[src/rtl/mem_access_unit_pkg.sv]
// Shared state encodings, funct3 codes and cache op encoding for the memory access unit.
package mem_access_unit_pkg;

  typedef enum logic [1:0] {
    StIdle = 2'd0,
    StRd   = 2'd1,
    StWr   = 2'd2,
    StResp = 2'd3
  } mau_state_e;

  localparam logic [2:0] F3_B  = 3'd0;
  localparam logic [2:0] F3_H  = 3'd1;
  localparam logic [2:0] F3_W  = 3'd2;
  localparam logic [2:0] F3_BU = 3'd4;
  localparam logic [2:0] F3_HU = 3'd5;

  localparam logic OP_READ  = 1'b0;
  localparam logic OP_WRITE = 1'b1;

  // Illegal funct3 for the direction, or an address not aligned to the access size.
  function automatic logic access_fault(input logic we, input logic [2:0] funct3,
                                        input logic [1:0] addr_lo);
    logic fault;
    case (funct3)
      F3_B:    fault = 1'b0;
      F3_H:    fault = addr_lo[0];
      F3_W:    fault = |addr_lo;
      F3_BU:   fault = we;
      F3_HU:   fault = we | addr_lo[0];
      default: fault = 1'b1;
    endcase
    return fault;
  endfunction

endpackage

[src/rtl/mau_lane_align.sv]
// Byte/halfword lane handling: load extract with sign/zero extension and store merge.
module mau_lane_align
  import mem_access_unit_pkg::*;
(
  input  logic [2:0]  funct3,
  input  logic [1:0]  addr_lo,
  input  logic [31:0] word,
  input  logic [31:0] wdata,
  output logic [31:0] load_data,
  output logic [31:0] store_word
);

  logic [4:0]  bit_ofs;
  logic [7:0]  byte_sel;
  logic [15:0] half_sel;

  always_comb begin
    bit_ofs  = {addr_lo, 3'b000};
    byte_sel = word[bit_ofs +: 8];
    half_sel = addr_lo[1] ? word[31:16] : word[15:0];

    load_data = word;
    case (funct3)
      F3_B:    load_data = {{24{byte_sel[7]}}, byte_sel};
      F3_H:    load_data = {{16{half_sel[15]}}, half_sel};
      F3_BU:   load_data = {24'd0, byte_sel};
      F3_HU:   load_data = {16'd0, half_sel};
      default: load_data = word;
    endcase

    store_word = wdata;
    case (funct3)
      F3_B: begin
        store_word = word;
        store_word[bit_ofs +: 8] = wdata[7:0];
      end
      F3_H: begin
        store_word = word;
        if (addr_lo[1]) store_word[31:16] = wdata[15:0];
        else            store_word[15:0]  = wdata[15:0];
      end
      default: store_word = wdata;
    endcase
  end

endmodule

[src/rtl/mem_access_unit.sv]
// Load/store initiator for the word-indexed data cache; sub-word stores use read-modify-write.
// Optional load/store completion counters are built when MAU_PERF_CNT_EN is defined.
`ifndef _CACHE_SIZE
`define _CACHE_SIZE 63
`endif

module mem_access_unit
  import mem_access_unit_pkg::*;
#(
  parameter int unsigned CACHE_SIZE = `_CACHE_SIZE,
  parameter int unsigned ADDR_W     = 32
) (
  input  logic              clk,
  input  logic              rst,
  input  logic              req_valid,
  output logic              req_ready,
  input  logic              req_we,
  input  logic [2:0]        req_funct3,
  input  logic [ADDR_W-1:0] req_addr,
  input  logic [31:0]       req_wdata,
  output logic              resp_valid,
  output logic [31:0]       resp_rdata,
  output logic              resp_err,
  output logic [31:0]       c_address,
  output logic [31:0]       c_i_val,
  output logic              c_op_type,
  input  logic [31:0]       c_o_val,
  output logic [31:0]       cnt_loads,
  output logic [31:0]       cnt_stores
);

  mau_state_e  state_q, state_d;
  logic        we_q;
  logic [2:0]  funct3_q;
  logic [1:0]  addr_lo_q;
  logic [31:0] wdata_q;
  logic        err_q;
  logic [31:0] rdata_q;
  logic [31:0] c_addr_q;
  logic [31:0] c_wdata_q;

  logic        accept;
  logic        req_fault;
  logic [31:0] req_idx;
  logic [31:0] load_data;
  logic [31:0] store_word;

  assign req_ready = (state_q == StIdle);
  assign accept    = req_valid && req_ready;
  assign req_idx   = 32'(req_addr[ADDR_W-1:2]);
  assign req_fault = access_fault(req_we, req_funct3, req_addr[1:0]) || (req_idx > CACHE_SIZE);

  mau_lane_align u_lane_align (
    .funct3     (funct3_q),
    .addr_lo    (addr_lo_q),
    .word       (c_o_val),
    .wdata      (wdata_q),
    .load_data  (load_data),
    .store_word (store_word)
  );

  always_comb begin
    state_d = state_q;
    unique case (state_q)
      StIdle: begin
        if (accept) begin
          if (req_fault)                           state_d = StResp;
          else if (req_we && req_funct3 == F3_W)   state_d = StWr;
          else                                     state_d = StRd;
        end
      end
      StRd:    state_d = we_q ? StWr : StResp;
      StWr:    state_d = StResp;
      StResp:  state_d = StIdle;
      default: state_d = StIdle;
    endcase
  end

  always_ff @(posedge clk) begin
    if (rst) begin
      state_q   <= StIdle;
      we_q      <= 1'b0;
      funct3_q  <= 3'd0;
      addr_lo_q <= 2'd0;
      wdata_q   <= 32'd0;
      err_q     <= 1'b0;
      rdata_q   <= 32'd0;
      c_addr_q  <= 32'd0;
      c_wdata_q <= 32'd0;
    end else begin
      state_q <= state_d;
      if (accept) begin
        we_q      <= req_we;
        funct3_q  <= req_funct3;
        addr_lo_q <= req_addr[1:0];
        wdata_q   <= req_wdata;
        err_q     <= req_fault;
        rdata_q   <= 32'd0;
        // Faulting requests leave the cache-facing address and data untouched.
        if (!req_fault) begin
          c_addr_q <= req_idx;
          if (req_we && req_funct3 == F3_W) c_wdata_q <= req_wdata;
        end
      end
      if (state_q == StRd) begin
        if (we_q) c_wdata_q <= store_word;
        else      rdata_q   <= load_data;
      end
    end
  end

  assign c_address  = c_addr_q;
  assign c_i_val    = c_wdata_q;
  // Gated by rst so a write in flight when reset arrives never reaches the cache.
  assign c_op_type  = (state_q == StWr) && !rst ? OP_WRITE : OP_READ;
  assign resp_valid = (state_q == StResp);
  assign resp_err   = resp_valid && err_q;
  assign resp_rdata = resp_valid ? rdata_q : 32'd0;

`ifdef MAU_PERF_CNT_EN
  logic [31:0] cnt_loads_q, cnt_stores_q;

  always_ff @(posedge clk) begin
    if (rst) begin
      cnt_loads_q  <= 32'd0;
      cnt_stores_q <= 32'd0;
    end else if (state_q == StResp && !err_q) begin
      if (we_q) cnt_stores_q <= cnt_stores_q + 32'd1;
      else      cnt_loads_q  <= cnt_loads_q + 32'd1;
    end
  end

  assign cnt_loads  = cnt_loads_q;
  assign cnt_stores = cnt_stores_q;
`else
  assign cnt_loads  = 32'd0;
  assign cnt_stores = 32'd0;
`endif

endmodule

[config.mk]
export PLATFORM = sky130hd
export DESIGN_NAME = mem_access_unit
export DESIGN_NICKNAME = d
export VERILOG_FILES = /design/src/rtl/mem_access_unit_pkg.sv /design/src/rtl/mau_lane_align.sv /design/src/rtl/mem_access_unit.sv
export SDC_FILE = /design/constraint.sdc
export NUM_CORES = 1
export LEC_CHECK = 0
export ABC_CLOCK_PERIOD_IN_PS = 5200
export BUFFER_PORTS_ARGS = -buffer_cell sky130_fd_sc_hd__clkbuf_2
export CAP_MARGIN = 0
export CORE_AREA = 2 2 141 143
export CTS_CLUSTER_SIZE = 20
export DETAILED_ROUTE_END_ITERATION = 7
export DIE_AREA = 0 0 143 145
export PLACE_DENSITY = 0.68
export SYNTH_ARGS = -nofsm -noshare
export SYNTH_HDL_FRONTEND = slang
export SYNTH_HIERARCHICAL = 1
export SYNTH_SLANG_ARGS = --single-unit
[constraint.sdc]
create_clock -name clk -period 5.2 [get_ports clk]
set_input_delay 0.78 -clock clk [delete_from_list [all_inputs] [get_ports clk]]
set_output_delay 0.78 -clock clk [all_outputs]
set_load 0.02 [all_outputs]
; Word level (Yosys, flattened, before mapping)
; Index checks and enable logic that the tools add are counted.
[classes]
addsub = 1
magnitude_cmp = 1
n_eq_ne = 11
n_shift = 3
n_mux = 22
bitwise_logic = 2
reduce_logical = 11
[op_table]
columns = operator, n
row1 = 32-bit 2-to-1 mux, 9
row2 = 32-bit case mux with 4 select lines, 1
row3 = 32-bit case mux with 2 select lines, 1
row4 = 16-bit 2-to-1 mux, 3
row5 = 32-bit bitwise mux, 1
row6 = "8-bit by 7-bit variable shift with 32-bit output, first input constant", 1
row7 = 32-bit by 6-bit indexed part select with 8-bit output, 1
row8 = 8-bit by 7-bit indexed part select with 32-bit output, 1
row9 = "30-bit by 6-bit > comparator with 1-bit output, second input constant", 1
row10 = "3-bit == test, second input constant", 4
row11 = 2-bit case mux with 4 select lines, 1
row12 = 5-bit negator with 7-bit output, 1
row13 = "3-bit by 1-bit == test with 1-bit output, second input constant", 2
row14 = 3-bit logical NOT, 2
row15 = 2-bit 2-to-1 mux, 3
row16 = 1-bit case mux with 5 select lines, 1
row17 = "2-bit == test, second input constant", 2
row18 = 1-bit logical AND, 4
row19 = "3-bit by 2-bit == test with 1-bit output, second input constant", 1
row20 = "2-bit by 1-bit == test with 1-bit output, second input constant", 1
row21 = 2-bit logical NOT, 1
row22 = 1-bit 2-to-1 mux, 2
row23 = "2-bit by 1-bit inequality test with 1-bit output, second input constant", 1
row24 = 2-bit AND reduction, 1
row25 = 5 further kinds, 5
[totals]
regBits = 135
in_bits = 103
output_inout_bits = 164
elab_cells = 60

; Depth between registers and ports, before layout
[logic_depth]
ltp_word = 7
depth_mapped = 11
depth_no_buf = 8

; Modules after synthesis
; Netlist, hierarchy kept.
[by_module_without_submodules]
columns = module, instances, cells_each, area_each_um2, seq_area_each_um2
row1 = mem_access_unit, 1, 628, 5560.3, 2702.6
row2 = mau_lane_align, 1, 297, 1979.4, 0.0

; Worst setup path after synthesis
; Ideal clock, no wire load.
[synth_timing]
path_type = input port to flip-flop
start = in req_addr[9]
end = reg c_wdata_q[0] (netlist: c_i_val[0])
setup_time_ps = 58
arrival_ps = 2683
t_required_ps = 5142
slack_ps = 2459
path_stages = 6
n_path_buf = 1
cell_sequence = or4_1 a311o_1 or2_4 o41ai_4 buf_6 o221a_2
[synth_via]
elab_chain_cells = 6
[synth_rtl]
columns = item, line
row1 = "start, declared", mem_access_unit.sv:19  ; input logic [ADDR_W-1:0] req_addr,
row2 = 30-bit by 6-bit > comparator with 1-bit output *, mem_access_unit.sv:51  ; assign req_fault = access_fault(req_we, req_funct3, req_addr[1:0]) || (req_idx > CACHE_SIZE);
row3 = 1-bit logical OR *, mem_access_unit.sv:51
row4 = 32-bit 2-to-1 mux *, mem_access_unit.sv:100  ; if (!req_fault) begin
row5 = 32-bit 2-to-1 mux *, mem_access_unit.sv:92  ; if (accept) begin
row6 = 32-bit 2-to-1 mux, mem_access_unit.sv:106  ; if (we_q) c_wdata_q <= store_word;
row7 = 32-bit 2-to-1 mux *, mem_access_unit.sv:105  ; if (state_q == StRd) begin
row8 = "end signal, assigned", mem_access_unit.sv:102  ; if (req_we && req_funct3 == F3_W) c_wdata_q <= req_wdata;
row9 = "end signal, assigned", mem_access_unit.sv:106
row10 = "end, declared", mem_access_unit.sv:40  ; logic [31:0] c_wdata_q;
; Every way passes the cells marked *; elsewhere a longest branch is shown, timed or not.
; A chain may end at the register's enable or synchronous reset.

; Worst setup path after layout
[layout_timing]
start = reg state_q[1]
end = out resp_rdata[0]
[layout_via]
elab_chain_cells = 2
[layout_rtl]
columns = item, line
row1 = "start, declared", mem_access_unit.sv:32  ; mau_state_e state_q, state_d;
row2 = "start signal, assigned", mem_access_unit.sv:81  ; state_q <= StIdle;
row3 = "start signal, assigned", mem_access_unit.sv:91  ; state_q <= state_d;
row4 = 2-bit == test, mem_access_unit.sv:116  ; assign resp_valid = (state_q == StResp);
row5 = 32-bit 2-to-1 mux, mem_access_unit.sv:118  ; assign resp_rdata = resp_valid ? rdata_q : 32'd0;
row6 = "end, declared", mem_access_unit.sv:22  ; output logic [31:0] resp_rdata,
; No other way between the ends.

==> results.sh <==
export IMPL_whs_path_depth=2
export IMPL_cts_resized=0
export IMPL_setup_viol=0
export IMPL_cts_reportedPaths_clkPinSlew_ns=0.06
export IMPL_portBuffers=200
export IMPL_cts_buffer_depth=2
export IMPL_cp_start_kind="flop"
export IMPL_critPathCaptureType="output port"
export IMPL_synth_edf_count=0
export IMPL_fin_tns_setup_ns=0
export IMPL_yosys_warnings=6
export IMPL_skew_ns=0.00837
export IMPL_cts_tree="done"
export IMPL_die_h_um=145
export IMPL_wl_um=22800
export IMPL_drive_above_1_share_pct=26.4
export IMPL_cts_setup_buffers=0
export IMPL_die_area_um2=20700
export IMPL_finalNetCount=1193
export IMPL_relSlewSlack_pct=27.9
export IMPL_drtIter0Drc=475
export IMPL_via_per_inst=5.16
export IMPL_p_int_mw=2.41
export IMPL_syn2layout_area_growth_pct=19.5
export IMPL_grt_pass1_vias=6581
export IMPL_gp_congestion=0.960
export IMPL_syn_cell_area_um2=7540
export IMPL_place_hpwl_um=16600
export IMPL_clockPowerShare_pct=33.0
export IMPL_powerDensity_nw_per_um2=424
export IMPL_antenna_found_initial=2
export IMPL_drc_errors=0
export IMPL_io_pins=267
export IMPL_max_freq_mhz=348
export IMPL_yosysUniqueCellTypes=50
export IMPL_ys_ff_latch=135
export IMPL_seqPwrFrac_pct=33.9
export IMPL_place_ws_ns=1.94
export IMPL_rsz0062_at_grt="no"
export IMPL_synth_flop_cell="dfxtp_1"
export IMPL_worst_slew_pin_slew_ns=1.08
export IMPL_period_minus_slack_ns=2.88
export IMPL_die_width_um=143
export IMPL_cts_htree_levels=4
export IMPL_peakVddDrop_mv=0.273
export IMPL_clock_root_buffer="clkbuf_16"
export IMPL_cts_made_buffers=17
export IMPL_switching_power_mw=1.41
export IMPL_grt_use_total_pct=21.9
export IMPL_path_max_fanout=34
export IMPL_antenna_left=0
export IMPL_wl_per_cell_um=16.8
export IMPL_dr_pass1_iters=6
export IMPL_fp_row_count=51
export IMPL_final_cell_mix="clkbuf_2, dfxtp_1, nand2_1, nor2_1, conb_1"
export IMPL_totalPowerFinal_mw=3.82
export IMPL_synth_cells=925
export IMPL_clk_latency_ns=0.42
export IMPL_status="completed"
export IMPL_hp_class="reg2reg"
export IMPL_cp_arrival_ns=2.10
export IMPL_crit_type="reg2out"
export IMPL_worst_endpoint_required_ns=4.42
export IMPL_async_flop_share_pct=0
export IMPL_cts_sink_count=135
export IMPL_power_leakage_nw=3.98
export IMPL_reg2reg_depth=8
export IMPL_grt_first_pass_wirelength_um=35700
export IMPL_timing_final_crit_share_pct=55.3
export IMPL_final_common_cell="clkbuf_2"
export IMPL_grt_start_max_net_pins=59
export IMPL_syn_avg_cell_area_um2=8.15
export IMPL_finalHoldViolCount=0
export IMPL_ys_seq_area_share_pct=35.8
export IMPL_comb_power_share_pct=33.1
export IMPL_fillers=1940
export IMPL_cap_violations=0
export IMPL_initial_core_util_pct=39.3
export IMPL_hold_buffers=0
export IMPL_core_area_um2=19200
export IMPL_swShare_pct=36.9
export IMPL_final_max_slew_viol_count=0
export IMPL_routed_via_count=7023
export IMPL_timing_final_ws_setup_ns=2.32
export IMPL_gr_total_overflow=0
-- power by group through the flow --
| stage | sequential, mW | clock, mW | combinational [mW] |
|---|---|---|---|
| finish | 1.29 | 1.26 | 1.27 |
| floorplan | 1.29 | 0 | 0.991 |
| global route | 1.31 | 1.33 | 1.40 |
| detailed placement | 1.31 | 0 | 1.25 |
| CTS | 1.29 | 1.28 | 1.26 |
| global placement | 1.31 | 0 | 1.25 |
-- final timing paths --
path	start	to	slack (ns)
setup / recovery	state_q[1]$_SDFFE_PP0P_	resp_rdata[0]	2.32
hold / removal	wdata_q[28]$_SDFFE_PP0P_	wdata_q[28]$_SDFFE_PP0P_	0.45
setup reg to reg	addr_lo_q[1]$_SDFFE_PP0P_	c_i_val[7]$_SDFF_PP0_	2.41
hold reg to reg	wdata_q[28]$_SDFFE_PP0P_	wdata_q[28]$_SDFFE_PP0P_	0.45
-- layer usage --
layer	GRT usage [%]	share of wire, %	vias to the layer above
li1	-	-	3427
met1	29.5	44	3211
met2	32.5	44	335
met3	6.40	8.6	48
met4	8.91	3.4	2
met5	0	0.057	-
-- critical path, cell delays in order (launching register included) --
cell	delay [ns]
dfxtp_1	0.36
ha_1	0.84
and2_1	0.28
clkbuf_2	0.18
-- cell families after synthesis --
logic type | synth area share [%]
AND/OR/NAND/NOR | 22.3
AO/OA/AOI/OAI | 24.2
buffers and inverters | 11.1
flip-flops | 35.8
multiplexers | 5.00
adder cells (fa/ha/maj) | 1.49
other | 0.0497
-- area by class of cell --
type,instances,area (µm²),share of cell area (%)
multi-input combinational,709,4250,47.1
sequential,135,2700,30.0
timing repair buffer,212,1090,12.1
clock buffer,19,443,4.91
tap,265,332,3.68
clock inverter,13,170,1.89
inverter,6,22.5,0.250
antenna,1,2.50,0.0278
-- synth_stat cells (2+ instances only) --
library cell	n	area (µm²)
buf_4	68	510
a21oi_1	56	280
o211ai_1	14	105
buf_1	4	15.0
and3b_1	2	17.5
nor2_1	113	424
nand2_1	128	480
dfxtp_1	135	2700
o21ai_0	21	105
a211oi_1	9	67.6
inv_1	6	22.5
nor3b_1	2	15.0
ha_1	9	113
and2_1	61	382
clkbuf_1	59	221
a221o_1	22	220
a221oi_1	2	17.5
buf_2	5	25.0
a22o_1	21	184
o221a_2	31	349
nor3_1	2	10.0
o31ai_1	5	37.5
nand3_1	2	10.0
a22oi_1	32	240
a211o_1	2	17.5
mux2_2	3	33.8
buf_6	4	45.0
a311oi_1	3	26.3
nor2b_1	32	200
nand2b_1	2	12.5
or2_2	4	25.0
a31oi_1	13	81.3
mux2i_1	32	320
nor4_1	5	31.3
-- sequential cells by signal, summed over array words and instances (netlist names) --
name	flops
addr_lo_q	2
c_address	30
c_i_val	32
err_q	1
funct3_q	3
rdata_q	32
state_q	2
wdata_q	32
we_q	1
-- per-stage QoR --
stage	std cells	hold slack [ns]	cell area (µm²)	utilization (%)
floorplan	990	0.432	7780	-
global placement	1327	0.440	8400	43.7
detailed placement	1327	0.444	8400	43.7
CTS	1359	0.459	9010	46.9
global route	1359	0.473	9010	46.9
finish	1360	0.454	9010	46.9
Note: power is estimated with default switching activity, not from simulation.
